File: config.mk
export PLATFORM = sky130hd
export DESIGN_NAME = idu_ctrl_stage_flat
export DESIGN_NICKNAME = d
export VERILOG_FILES = /design/src/rtl/idu_ctrl_stage_if.sv /design/src/rtl/idu_ctrl_stage.sv /design/src/flat_wrapper.sv
export SDC_FILE = /design/constraint.sdc
export NUM_CORES = 1
export LEC_CHECK = 0
export ABC_AREA = 1
export CAP_MARGIN = 20
export CORE_AREA = 10 10 165 167
export CTS_CLUSTER_DIAMETER = 40
export DETAILED_ROUTE_END_ITERATION = 8
export DIE_AREA = 0 0 175 177
export GPL_TIMING_DRIVEN = 1
export PLACE_DENSITY_LB_ADDON = 0.05
export SLEW_MARGIN = 20
export SYNTH_ARGS = -nofsm -noshare
export SYNTH_HDL_FRONTEND = slang
export SYNTH_SLANG_ARGS = --single-unit
File: constraint.sdc
create_clock -name clk -period 4.7 [get_ports clk]
set_clock_uncertainty 0.05 [all_clocks]
set_input_delay 0.94 -clock clk [delete_from_list [all_inputs] [get_ports clk]]
set_output_delay 0.94 -clock clk [all_outputs]
set_load 0.02 [all_outputs]
File: src/rtl/idu_ctrl_stage_if.sv
// idu_ctrl_stage_if
//   Bundles the upstream fetch handshake (instruction + PC), the downstream
//   handshake and the decoded control word presented to EXU.
//   master : the environment side (drives in_valid/in_inst/in_pc/out_ready)
//   slave  : the decode stage (drives in_ready, out_valid and the payload)
interface idu_ctrl_stage_if #(
    parameter int XLEN = 32
);
    logic            in_valid;
    logic            in_ready;
    logic [31:0]     in_inst;
    logic [XLEN-1:0] in_pc;

    logic            out_valid;
    logic            out_ready;
    logic [31:0]     out_inst;
    logic [XLEN-1:0] out_pc;

    logic [2:0]      ExtOp;
    logic            RegWr;
    logic            MemtoReg;
    logic            MemWr;
    logic [2:0]      MemOp;
    logic            ALUAsrc;
    logic [1:0]      ALUBsrc;
    logic [3:0]      ALUctr;
    logic [2:0]      Branch;
    logic            word;
    logic            mdu;
    logic [2:0]      mdu_op;
    logic            illegal;

    modport master (
        output in_valid, in_inst, in_pc, out_ready,
        input  in_ready, out_valid, out_inst, out_pc,
        input  ExtOp, RegWr, MemtoReg, MemWr, MemOp, ALUAsrc, ALUBsrc,
        input  ALUctr, Branch, word, mdu, mdu_op, illegal
    );

    modport slave (
        input  in_valid, in_inst, in_pc, out_ready,
        output in_ready, out_valid, out_inst, out_pc,
        output ExtOp, RegWr, MemtoReg, MemWr, MemOp, ALUAsrc, ALUBsrc,
        output ALUctr, Branch, word, mdu, mdu_op, illegal
    );
endinterface

File: src/rtl/idu_ctrl_stage.sv
// idu_ctrl_stage
//   Registered control-decode stage. The incoming instruction is decoded
//   combinationally; the control word plus inst/pc is captured into a one-
//   or two-entry output buffer on acceptance and presented to EXU one cycle
//   later.
//   Parameters: XLEN (32/64), EN_M (decode M extension), DEPTH (1 or 2).
//   Ports: clk, rst_n (async, active low), flush (sync, drops all entries),
//          bus (idu_ctrl_stage_if.slave: in/out handshakes + control word).
module idu_ctrl_stage #(
    parameter int XLEN  = 32,
    parameter bit EN_M  = 1'b0,
    parameter int DEPTH = 1
) (
    input  logic                  clk,
    input  logic                  rst_n,
    input  logic                  flush,
    idu_ctrl_stage_if.slave       bus
);

    localparam logic [4:0] OPC_LOAD     = 5'b00000;
    localparam logic [4:0] OPC_MISC_MEM = 5'b00011;
    localparam logic [4:0] OPC_OP_IMM   = 5'b00100;
    localparam logic [4:0] OPC_AUIPC    = 5'b00101;
    localparam logic [4:0] OPC_OP_IMM32 = 5'b00110;
    localparam logic [4:0] OPC_STORE    = 5'b01000;
    localparam logic [4:0] OPC_OP       = 5'b01100;
    localparam logic [4:0] OPC_LUI      = 5'b01101;
    localparam logic [4:0] OPC_OP32     = 5'b01110;
    localparam logic [4:0] OPC_BRANCH   = 5'b11000;
    localparam logic [4:0] OPC_JALR     = 5'b11001;
    localparam logic [4:0] OPC_JAL      = 5'b11011;
    localparam logic [4:0] OPC_SYSTEM   = 5'b11100;

    localparam logic [2:0] EXT_I = 3'b000;
    localparam logic [2:0] EXT_U = 3'b001;
    localparam logic [2:0] EXT_S = 3'b010;
    localparam logic [2:0] EXT_B = 3'b011;
    localparam logic [2:0] EXT_J = 3'b100;

    localparam logic [1:0] B_RS2 = 2'b00;
    localparam logic [1:0] B_IMM = 2'b01;
    localparam logic [1:0] B_4   = 2'b10;
    localparam logic [1:0] B_CSR = 2'b11;

    localparam logic [3:0] ALU_ADD   = 4'b0000;
    localparam logic [3:0] ALU_SLT   = 4'b0010;
    localparam logic [3:0] ALU_SLTU  = 4'b1010;
    localparam logic [3:0] ALU_OR    = 4'b0110;
    localparam logic [3:0] ALU_PASSB = 4'b0011;

    typedef struct packed {
        logic [2:0] ext_op;
        logic       reg_wr;
        logic       mem_to_reg;
        logic       mem_wr;
        logic [2:0] mem_op;
        logic       alu_a_src;
        logic [1:0] alu_b_src;
        logic [3:0] alu_ctr;
        logic [2:0] branch;
        logic       word;
        logic       mdu;
        logic [2:0] mdu_op;
        logic       illegal;
    } ctrl_t;

    typedef struct packed {
        logic [31:0]     inst;
        logic [XLEN-1:0] pc;
        ctrl_t           ctrl;
    } entry_t;

    // ALU op from func3; alt selects sub (func3 000) or sra (func3 101).
    // sltu is the only func3 whose encoding needs bit 3 set unconditionally.
    function automatic logic [3:0] alu_ctr_f(input logic [2:0] f3, input logic alt);
        logic [3:0] r;
        case (f3)
            3'b000:  r = {alt, 3'b000};
            3'b011:  r = ALU_SLTU;
            3'b101:  r = {alt, 3'b101};
            default: r = {1'b0, f3};
        endcase
        return r;
    endfunction

    logic [4:0] op;
    logic [2:0] f3;
    logic [6:0] f7;
    ctrl_t      dec;
    logic       ill;
    logic       is_word;

    assign op = bus.in_inst[6:2];
    assign f3 = bus.in_inst[14:12];
    assign f7 = bus.in_inst[31:25];

    always_comb begin
        dec     = '0;
        ill     = (bus.in_inst[1:0] != 2'b11);
        is_word = 1'b0;
        case (op)
            OPC_LUI: begin
                dec.ext_op    = EXT_U;
                dec.reg_wr    = 1'b1;
                dec.alu_b_src = B_IMM;
                dec.alu_ctr   = ALU_PASSB;
            end
            OPC_AUIPC: begin
                dec.ext_op    = EXT_U;
                dec.reg_wr    = 1'b1;
                dec.alu_a_src = 1'b1;
                dec.alu_b_src = B_IMM;
                dec.alu_ctr   = ALU_ADD;
            end
            OPC_JAL: begin
                dec.ext_op    = EXT_J;
                dec.reg_wr    = 1'b1;
                dec.alu_a_src = 1'b1;
                dec.alu_b_src = B_4;
                dec.branch    = 3'b001;
            end
            OPC_JALR: begin
                dec.ext_op    = EXT_I;
                dec.reg_wr    = 1'b1;
                dec.alu_a_src = 1'b1;
                dec.alu_b_src = B_4;
                dec.branch    = 3'b010;
            end
            OPC_BRANCH: begin
                dec.ext_op    = EXT_B;
                dec.alu_b_src = B_RS2;
                // func3[1] marks the unsigned compares; {1,f3[2],f3[0]} maps
                // beq/bne/blt(u)/bge(u) onto 100/101/110/111.
                dec.alu_ctr   = f3[1] ? ALU_SLTU : ALU_SLT;
                dec.branch    = {1'b1, f3[2], f3[0]};
                if (f3 == 3'b010 || f3 == 3'b011) ill = 1'b1;
            end
            OPC_LOAD: begin
                dec.ext_op     = EXT_I;
                dec.reg_wr     = 1'b1;
                dec.mem_to_reg = 1'b1;
                dec.mem_op     = f3;
                dec.alu_b_src  = B_IMM;
                if (f3 == 3'b111) ill = 1'b1;
                if (XLEN == 32 && (f3 == 3'b011 || f3 == 3'b110)) ill = 1'b1;
            end
            OPC_STORE: begin
                dec.ext_op    = EXT_S;
                dec.mem_wr    = 1'b1;
                dec.mem_op    = f3;
                dec.alu_b_src = B_IMM;
                if (f3[2]) ill = 1'b1;
                if (XLEN == 32 && f3 == 3'b011) ill = 1'b1;
            end
            OPC_OP_IMM, OPC_OP_IMM32: begin
                dec.ext_op    = EXT_I;
                dec.reg_wr    = 1'b1;
                dec.alu_b_src = B_IMM;
                // Immediate forms never subtract; bit 30 only picks srai.
                dec.alu_ctr   = alu_ctr_f(f3, f7[5] && (f3 == 3'b101));
                is_word       = (op == OPC_OP_IMM32);
            end
            OPC_OP, OPC_OP32: begin
                dec.reg_wr    = 1'b1;
                dec.alu_b_src = B_RS2;
                is_word       = (op == OPC_OP32);
                if (f7 == 7'b0000000) begin
                    dec.alu_ctr = alu_ctr_f(f3, 1'b0);
                end else if (f7 == 7'b0100000) begin
                    dec.alu_ctr = alu_ctr_f(f3, 1'b1);
                    if (f3 != 3'b000 && f3 != 3'b101) ill = 1'b1;
                end else if (EN_M && f7 == 7'b0000001) begin
                    dec.mdu     = 1'b1;
                    dec.mdu_op  = f3;
                    dec.alu_ctr = ALU_ADD;
                end else begin
                    ill = 1'b1;
                end
            end
            OPC_SYSTEM: begin
                case (f3)
                    3'b000: ;
                    3'b001: begin
                        dec.reg_wr    = 1'b1;
                        dec.alu_b_src = B_CSR;
                        dec.alu_ctr   = ALU_PASSB;
                    end
                    3'b010: begin
                        dec.reg_wr    = 1'b1;
                        dec.alu_b_src = B_CSR;
                        dec.alu_ctr   = ALU_OR;
                    end
                    default: ill = 1'b1;
                endcase
            end
            OPC_MISC_MEM: ;
            default: ill = 1'b1;
        endcase

        if (is_word) begin
            if (XLEN == 32) ill = 1'b1;
            else            dec.word = 1'b1;
        end

        // Illegal instructions carry no side effects downstream.
        if (ill) begin
            dec         = '0;
            dec.illegal = 1'b1;
        end
    end

    // Output buffer: ent0 is the head presented to EXU, ent1 the skid slot.
    entry_t     ent0_q, ent0_d, ent1_q, ent1_d, new_ent;
    logic [1:0] cnt_q, cnt_d;
    logic       rdy_q, rdy_d;
    logic       in_ready, out_valid, push, pop;

    assign new_ent   = {bus.in_inst, bus.in_pc, dec};
    assign out_valid = (cnt_q != 2'd0);
    assign in_ready  = (DEPTH == 1) ? ((cnt_q == 2'd0) || bus.out_ready) : rdy_q;
    assign push      = bus.in_valid && in_ready;
    assign pop       = out_valid && bus.out_ready;

    always_comb begin
        cnt_d  = cnt_q;
        ent0_d = ent0_q;
        ent1_d = ent1_q;
        if (flush) begin
            cnt_d = 2'd0;
        end else begin
            case (cnt_q)
                2'd0: begin
                    if (push) begin
                        ent0_d = new_ent;
                        cnt_d  = 2'd1;
                    end
                end
                2'd1: begin
                    if (push && pop) begin
                        ent0_d = new_ent;
                    end else if (push) begin
                        ent1_d = new_ent;
                        cnt_d  = 2'd2;
                    end else if (pop) begin
                        cnt_d = 2'd0;
                    end
                end
                default: begin
                    // Full: in_ready is low, so only a pop can happen.
                    if (pop) begin
                        ent0_d = ent1_q;
                        cnt_d  = 2'd1;
                    end
                end
            endcase
        end
        rdy_d = (cnt_d != 2'd2);
    end

    always_ff @(posedge clk or negedge rst_n) begin
        if (!rst_n) begin
            cnt_q  <= 2'd0;
            rdy_q  <= 1'b1;
            ent0_q <= '0;
            ent1_q <= '0;
        end else begin
            cnt_q  <= cnt_d;
            rdy_q  <= rdy_d;
            ent0_q <= ent0_d;
            ent1_q <= ent1_d;
        end
    end

    assign bus.in_ready  = in_ready;
    assign bus.out_valid = out_valid;
    assign bus.out_inst  = ent0_q.inst;
    assign bus.out_pc    = ent0_q.pc;
    assign bus.ExtOp     = ent0_q.ctrl.ext_op;
    assign bus.RegWr     = ent0_q.ctrl.reg_wr;
    assign bus.MemtoReg  = ent0_q.ctrl.mem_to_reg;
    assign bus.MemWr     = ent0_q.ctrl.mem_wr;
    assign bus.MemOp     = ent0_q.ctrl.mem_op;
    assign bus.ALUAsrc   = ent0_q.ctrl.alu_a_src;
    assign bus.ALUBsrc   = ent0_q.ctrl.alu_b_src;
    assign bus.ALUctr    = ent0_q.ctrl.alu_ctr;
    assign bus.Branch    = ent0_q.ctrl.branch;
    assign bus.word      = ent0_q.ctrl.word;
    assign bus.mdu       = ent0_q.ctrl.mdu;
    assign bus.mdu_op    = ent0_q.ctrl.mdu_op;
    assign bus.illegal   = ent0_q.ctrl.illegal;

endmodule
File: src/flat_wrapper.sv
// flat-port wrapper written by rule: the top's interface ports become plain ports
module idu_ctrl_stage_flat 
#(
    parameter int XLEN  = 32,
    parameter bit EN_M  = 1'b0,
    parameter int DEPTH = 1
)
  (clk, rst_n, flush, bus_in_valid, bus_in_inst, bus_in_pc, bus_out_ready, bus_in_ready, bus_out_valid, bus_out_inst, bus_out_pc, bus_ExtOp, bus_RegWr, bus_MemtoReg, bus_MemWr, bus_MemOp, bus_ALUAsrc, bus_ALUBsrc, bus_ALUctr, bus_Branch, bus_word, bus_mdu, bus_mdu_op, bus_illegal);
  idu_ctrl_stage_if #(.XLEN(XLEN)) bus_i ();
  input  logic clk;
  input  logic rst_n;
  input  logic flush;
  input wire logic [$bits(bus_i.in_valid)-1:0] bus_in_valid;
  input wire logic [$bits(bus_i.in_inst)-1:0] bus_in_inst;
  input wire logic [$bits(bus_i.in_pc)-1:0] bus_in_pc;
  input wire logic [$bits(bus_i.out_ready)-1:0] bus_out_ready;
  output wire logic [$bits(bus_i.in_ready)-1:0] bus_in_ready;
  output wire logic [$bits(bus_i.out_valid)-1:0] bus_out_valid;
  output wire logic [$bits(bus_i.out_inst)-1:0] bus_out_inst;
  output wire logic [$bits(bus_i.out_pc)-1:0] bus_out_pc;
  output wire logic [$bits(bus_i.ExtOp)-1:0] bus_ExtOp;
  output wire logic [$bits(bus_i.RegWr)-1:0] bus_RegWr;
  output wire logic [$bits(bus_i.MemtoReg)-1:0] bus_MemtoReg;
  output wire logic [$bits(bus_i.MemWr)-1:0] bus_MemWr;
  output wire logic [$bits(bus_i.MemOp)-1:0] bus_MemOp;
  output wire logic [$bits(bus_i.ALUAsrc)-1:0] bus_ALUAsrc;
  output wire logic [$bits(bus_i.ALUBsrc)-1:0] bus_ALUBsrc;
  output wire logic [$bits(bus_i.ALUctr)-1:0] bus_ALUctr;
  output wire logic [$bits(bus_i.Branch)-1:0] bus_Branch;
  output wire logic [$bits(bus_i.word)-1:0] bus_word;
  output wire logic [$bits(bus_i.mdu)-1:0] bus_mdu;
  output wire logic [$bits(bus_i.mdu_op)-1:0] bus_mdu_op;
  output wire logic [$bits(bus_i.illegal)-1:0] bus_illegal;
  assign bus_i.in_valid = bus_in_valid;
  assign bus_i.in_inst = bus_in_inst;
  assign bus_i.in_pc = bus_in_pc;
  assign bus_i.out_ready = bus_out_ready;
  assign bus_in_ready = bus_i.in_ready;
  assign bus_out_valid = bus_i.out_valid;
  assign bus_out_inst = bus_i.out_inst;
  assign bus_out_pc = bus_i.out_pc;
  assign bus_ExtOp = bus_i.ExtOp;
  assign bus_RegWr = bus_i.RegWr;
  assign bus_MemtoReg = bus_i.MemtoReg;
  assign bus_MemWr = bus_i.MemWr;
  assign bus_MemOp = bus_i.MemOp;
  assign bus_ALUAsrc = bus_i.ALUAsrc;
  assign bus_ALUBsrc = bus_i.ALUBsrc;
  assign bus_ALUctr = bus_i.ALUctr;
  assign bus_Branch = bus_i.Branch;
  assign bus_word = bus_i.word;
  assign bus_mdu = bus_i.mdu;
  assign bus_mdu_op = bus_i.mdu_op;
  assign bus_illegal = bus_i.illegal;
  idu_ctrl_stage #(.XLEN(XLEN), .EN_M(EN_M), .DEPTH(DEPTH)) u_core (.clk(clk), .rst_n(rst_n), .flush(flush), .bus(bus_i));
endmodule
Word-level counts from Yosys, hierarchy flattened --
Cells that the tools add are included.
Operators by class: eq/ne operators 27, multiplexer cells 41, bitwise logic cells 2, reductions and logical operators 30
Operators with widths (number):
- 89-bit 2-to-1 mux | 3
- 89-bit case mux with 2 select lines | 1
- 4-bit case mux with 3 select lines | 3
- 25-bit 2-to-1 mux | 1
- 5-bit by 4-bit == test with 1-bit output (second input constant) | 4
- 5-bit == test (second input constant) | 4
- 4-bit case mux with 5 select lines | 1
- 5-bit by 3-bit == test with 1-bit output (second input constant) | 3
- 1-bit 2-to-1 mux | 14
- 2-bit 2-to-1 mux | 6
- 4-bit 2-to-1 mux | 3
- 3-bit case mux with 4 select lines | 1
- 6-bit case mux with 2 select lines | 1
- 4-bit AND reduction | 3
- 2-bit OR reduction | 6
- 3-bit == test (second input constant) | 3
- 3-bit case mux with 3 select lines | 1
- 9-bit OR reduction | 1
- 7-bit by 6-bit == test with 1-bit output (second input constant) | 1
- 7-bit logical NOT | 1
- 7-bit OR reduction | 1
- 3-bit by 2-bit == test with 1-bit output (second input constant) | 2
- 3-bit inequality test (second input constant) | 2
- 1-bit case mux with 6 select lines | 1
- other kinds (22) | 33
Word-level totals: output and inout bits 91, word-level logic and storage cells 131, bits of input ports 69, register bits 180

Longest topological paths before layout --
depth after elaboration 10, gate-level depth with buffers 14, mapped depth without buffers 13

Worst setup path after synthesis --
Ideal clock, no wire load.
path type input to output, start input bus_out_ready, end output bus_in_ready, arrival time 1.186 ns, data required time 3.710 ns, path buffers 0, slack 2.524 ns, stages 2, cells stage by stage inv_1 -> nand2_1
Between the ends: longest elaborated chain between the ends 1
Ends and longest elaborated chain:
- start: declaration | RTL line flat_wrapper.sv:16 | input wire logic [$bits(bus_i.out_ready)-1:0] bus_out_ready;
- 1-bit logical OR | RTL line idu_ctrl_stage.sv:220 | assign in_ready = (DEPTH == 1) ? ((cnt_q == 2'd0) || bus.out_ready) : rdy_q;
- end: declaration | RTL line flat_wrapper.sv:17 | output wire logic [$bits(bus_i.in_ready)-1:0] bus_in_ready;
No other way between the ends.

Final worst setup path --
Ends and elaborated chain as after synthesis.

==> flow_summary_export.csv <==
group,metric,value,unit
sta,setup_violations,0,
logic_synthesis,synth_warnings,0,
power_and_ir_drop,p_per_area,529.7,mW/mm^2
sta,slew_violations,0,
power_and_ir_drop,p_leak,0.004225,uW
clock_network,tritoncts,"yes",
logic_synthesis,syn_avg_cell_area,8.775,um^2
detailed_routing,viasPerCell,4.365,
logic_synthesis,yosys_most_used_dff,"dfrtp_1",
setup_path,worstSetupEndpoint,"bus_in_ready",
logic_synthesis,synth_edf_count,0,
outcome,status,"finished clean",
setup_path,path_depth,4,
detailed_routing,drtIter0Drc,326,
sta,setup_tns,0,ns
logic_synthesis,syn_area,0.007082,mm^2
global_route,grt_first_pass_wirelength,30360,um
setup_path,cp.arrival,2.18,ns
global_route,track_usage,12.19,%
sta,fmax,0.3151,GHz
sta,tightest_slew,0.9571,ns
placement,dp_hpwl,12700,um
power_and_ir_drop,ir_drop,0.2132,mV
setup_path,crit_path_frequent_cell,"clkdlybuf4s50_1",
setup_path,r2r_cells,5,
logic_synthesis,synth_top_area_share,60.07,%
placement,place.gp.congestion,0.8763,
setup_path,path_max_fanout,5,
setup_path,end_kind,"output pin",
logic_synthesis,synth_cell_types,29,
logic_synthesis,synthArstFlopShare,100.0,%
global_route,overflow,0,
logic_synthesis,ys_ff_latch,170,
clock_network,cts.sinks,170,
detailed_routing,post_drt_wl_per_cell,15.65,um
setup_path,r2r_slack,2.53,ns
global_route,antenna_found_initial,1,
final_layout,final_cell_area,0.009112,mm^2
setup_path,critPathLaunch,"bus_out_ready",
clock_network,clkTransAtPathRegs,0.07,ns
placement,dpl_cell_area,0.008546,mm^2
sta,period_share,67.53,%
final_layout,syn_to_final_growth,28.67,%
clock_network,h-tree-depth,4,
final_layout,antenna_cells,0,
clock_network,cts_buffers,17,
setup_path,required,3.71,ns
job,maxCapViolCount,0,
placement,numPortBuffers,154,
floorplan,die_x,175,um
setup_path,cp_top_family,"buffers and inverters",
clock_network,cts_root_buffer,"clkbuf_16",
clock_network,ctsHoldBuffers,0,
sta,period_needed,3.174,ns
floorplan,num_rows,57,
floorplan,core,0.02396,mm^2
setup_path,crit_chain,"clkdlybuf4s50_1 > inv_1 > nand2_1 > clkdlybuf4s50_1",
floorplan,initial_core_util,29.55,%
final_layout,fin_nets,927,
logic_synthesis,ys_seq_area_share,60.07,%
worst_hold_path,hold_class,"reg -> reg",
sta,hold_viol_final,0,
logic_synthesis,ys_top_cells_by_area,"dfrtp_1, nand2_1, nor2_1",
setup_path,reg2reg_to,"u_core.bus.ExtOp[0]$_DFFE_PN0P_",
logic_synthesis,synthMostInstantiatedCell,"nand2_1",
setup_path,cpPeakStageDelay,0.61,ns
detailed_routing,num_vias,5216,
setup_path,critPathBufInv,3,
detailed_routing,ant_nets,0,
setup_path,path_class,"in -> out",
clock_network,clockBufferDepth,2,
logic_synthesis,synthCells,807,
clock_network,cts_setup_buffers,0,
final_layout,drive_gt1_share,6.659,%
sta,rsz0062_at_grt,"false",
setup_path,cp_slowest_cell,"clkdlybuf4s50_1",
detailed_routing,drcViolationCount,0,
floorplan,io_pins,160,
floorplan,die_y,177,um
global_route,grt_max_degree,91,
floorplan,die-area,0.03098,mm^2
global_route,grt_pass1_vias,5616,
clock_network,clock_latency,0.41,ns
logic_synthesis,synthTopCellsByCount,"nand2_1, dfrtp_1, nor2_1",
detailed_routing,drt_pass1_iterations,5,
detailed_routing,wirelength,18700,um
logic_synthesis,yosysTopAreaCell,"dfrtp_1",
worst_hold_path,min-delay-start,"u_core.ent1_q[0]$_DFFE_PN0P_",
sta,relSlewSlack,36.20,%
setup_path,cp-start-kind,"primary input",
setup_path,r2r_start,"u_core.cnt_q[1]$_DFFE_PN0P_",
clock_network,cts_resized,0,
how the worst min path moves through the flow:
stage / endpoint / slack [ns] / cells after the start
after floorplan: u_core.ent1_q[0]$_DFFE_PN0P_ / 0.37 / 1
after global placement: u_core.ent1_q[6]$_DFFE_PN0P_ / 0.31 / 0
after detailed placement: u_core.ent1_q[0]$_DFFE_PN0P_ / 0.31 / 0
after CTS: u_core.ent1_q[0]$_DFFE_PN0P_ / 0.33 / 0
after global routing: u_core.ent1_q[12]$_DFFE_PN0P_ / 0.34 / 0
final: u_core.ent1_q[0]$_DFFE_PN0P_ / 0.32 / 0
cells in the final DEF (no fill, tap or decap):
master and instances:
nand2_1 212, dfrtp_1 169, clkdlybuf4s50_1 153, nor2_1 111, a31oi_1 62, inv_1 20, nand3_1 18, clkbuf_16 17
o21ai_0 16, a21oi_1 13, nor3_1 8, o21ai_1 8, nand4_1 7, nand3_2 6, inv_2 6, conb_1 5
inv_6 5, nor2_4 4, o31ai_1 3, clkinvlp_4 3, clkinv_4 3, buf_4 3, a21o_1 2, nand3b_1 2
clkbuf_1 2, buf_12 2, clkinv_2 1, a21oi_2 1, nand2_2 1, nor2_2 1, inv_4 1, o21bai_1 1
nor4_1 1, inv_8 1, bufinv_16 1, buf_6 1, dfrtp_2 1
worst reg2reg max path: cells and delay by family, from the launching register on:
family	cells	cell delay, ns
AO/OA/AOI/OAI	2	0.34
buffers and inverters	2	1.24
flip-flops	1	0.45
AND/OR/NAND/NOR	1	0.04
cell families (layout without fill, tap and decap cells):
family | Yosys count | after routing | synth area share [%]
and+or+nand+nor | 371 | 371 | 21.54
DFF | 170 | 170 | 60.07
buffers and inverters | 159 | 219 | 9.487
AOI/OAI and AO/OA | 106 | 106 | 8.852
other | 1 | 5 | 0.05295
layer usage:
metal | GRT usage [%] | share of wire (%) | up-vias
li1 | - | - | 2624
met1 | 15.13 | 46 | 2464
met2 | 19.52 | 46 | 115
met3 | 4.651 | 6.4 | 13
met4 | 3.250 | 0.89 | 0
met5 | 0 | 0 | -
sequential cells by signal, indices dropped and copies added (netlist names):
name,count
u_core.bus.ALUAsrc,1
u_core.bus.ALUBsrc,2
u_core.bus.ALUctr,4
u_core.bus.Branch,3
u_core.bus.ExtOp,3
u_core.bus.MemOp,3
u_core.bus.MemWr,1
u_core.bus.MemtoReg,1
u_core.bus.RegWr,1
u_core.bus.illegal,1
u_core.bus.out_inst,32
u_core.bus.out_pc,32
u_core.cnt_q,2
u_core.ent1_q,84
through the flow:
stage	instances	hold slack, ns	setup WS (ns)	power, uW	util, %
final	1195	0.3228	1.526	4827	38.03
after global placement	1163	0.3116	1.541	3508	35.66
after detailed placement	1163	0.3134	1.475	3530	35.66
after floorplan	811	0.3740	2.524	2702	-
after CTS	1195	0.3286	1.516	4929	38.03
after global routing	1195	0.3368	1.472	5130	38.03
cell type report:
cell class	instances	area, um^2
timing repair buffer	159	1605
clock inverter	13	133.9
clock buffer	19	432.9
inverter	28	108.9
sequential	170	4255
multi-input combinational	482	2171
fill	2441	14850
tap	324	405.4
power breakdown:
group	internal, uW	switching [uW]
clock network	745	620
registers	1740	170
logic	699	856
total	3180	1650
No activity file was read; power rests on OpenSTA's default activity.
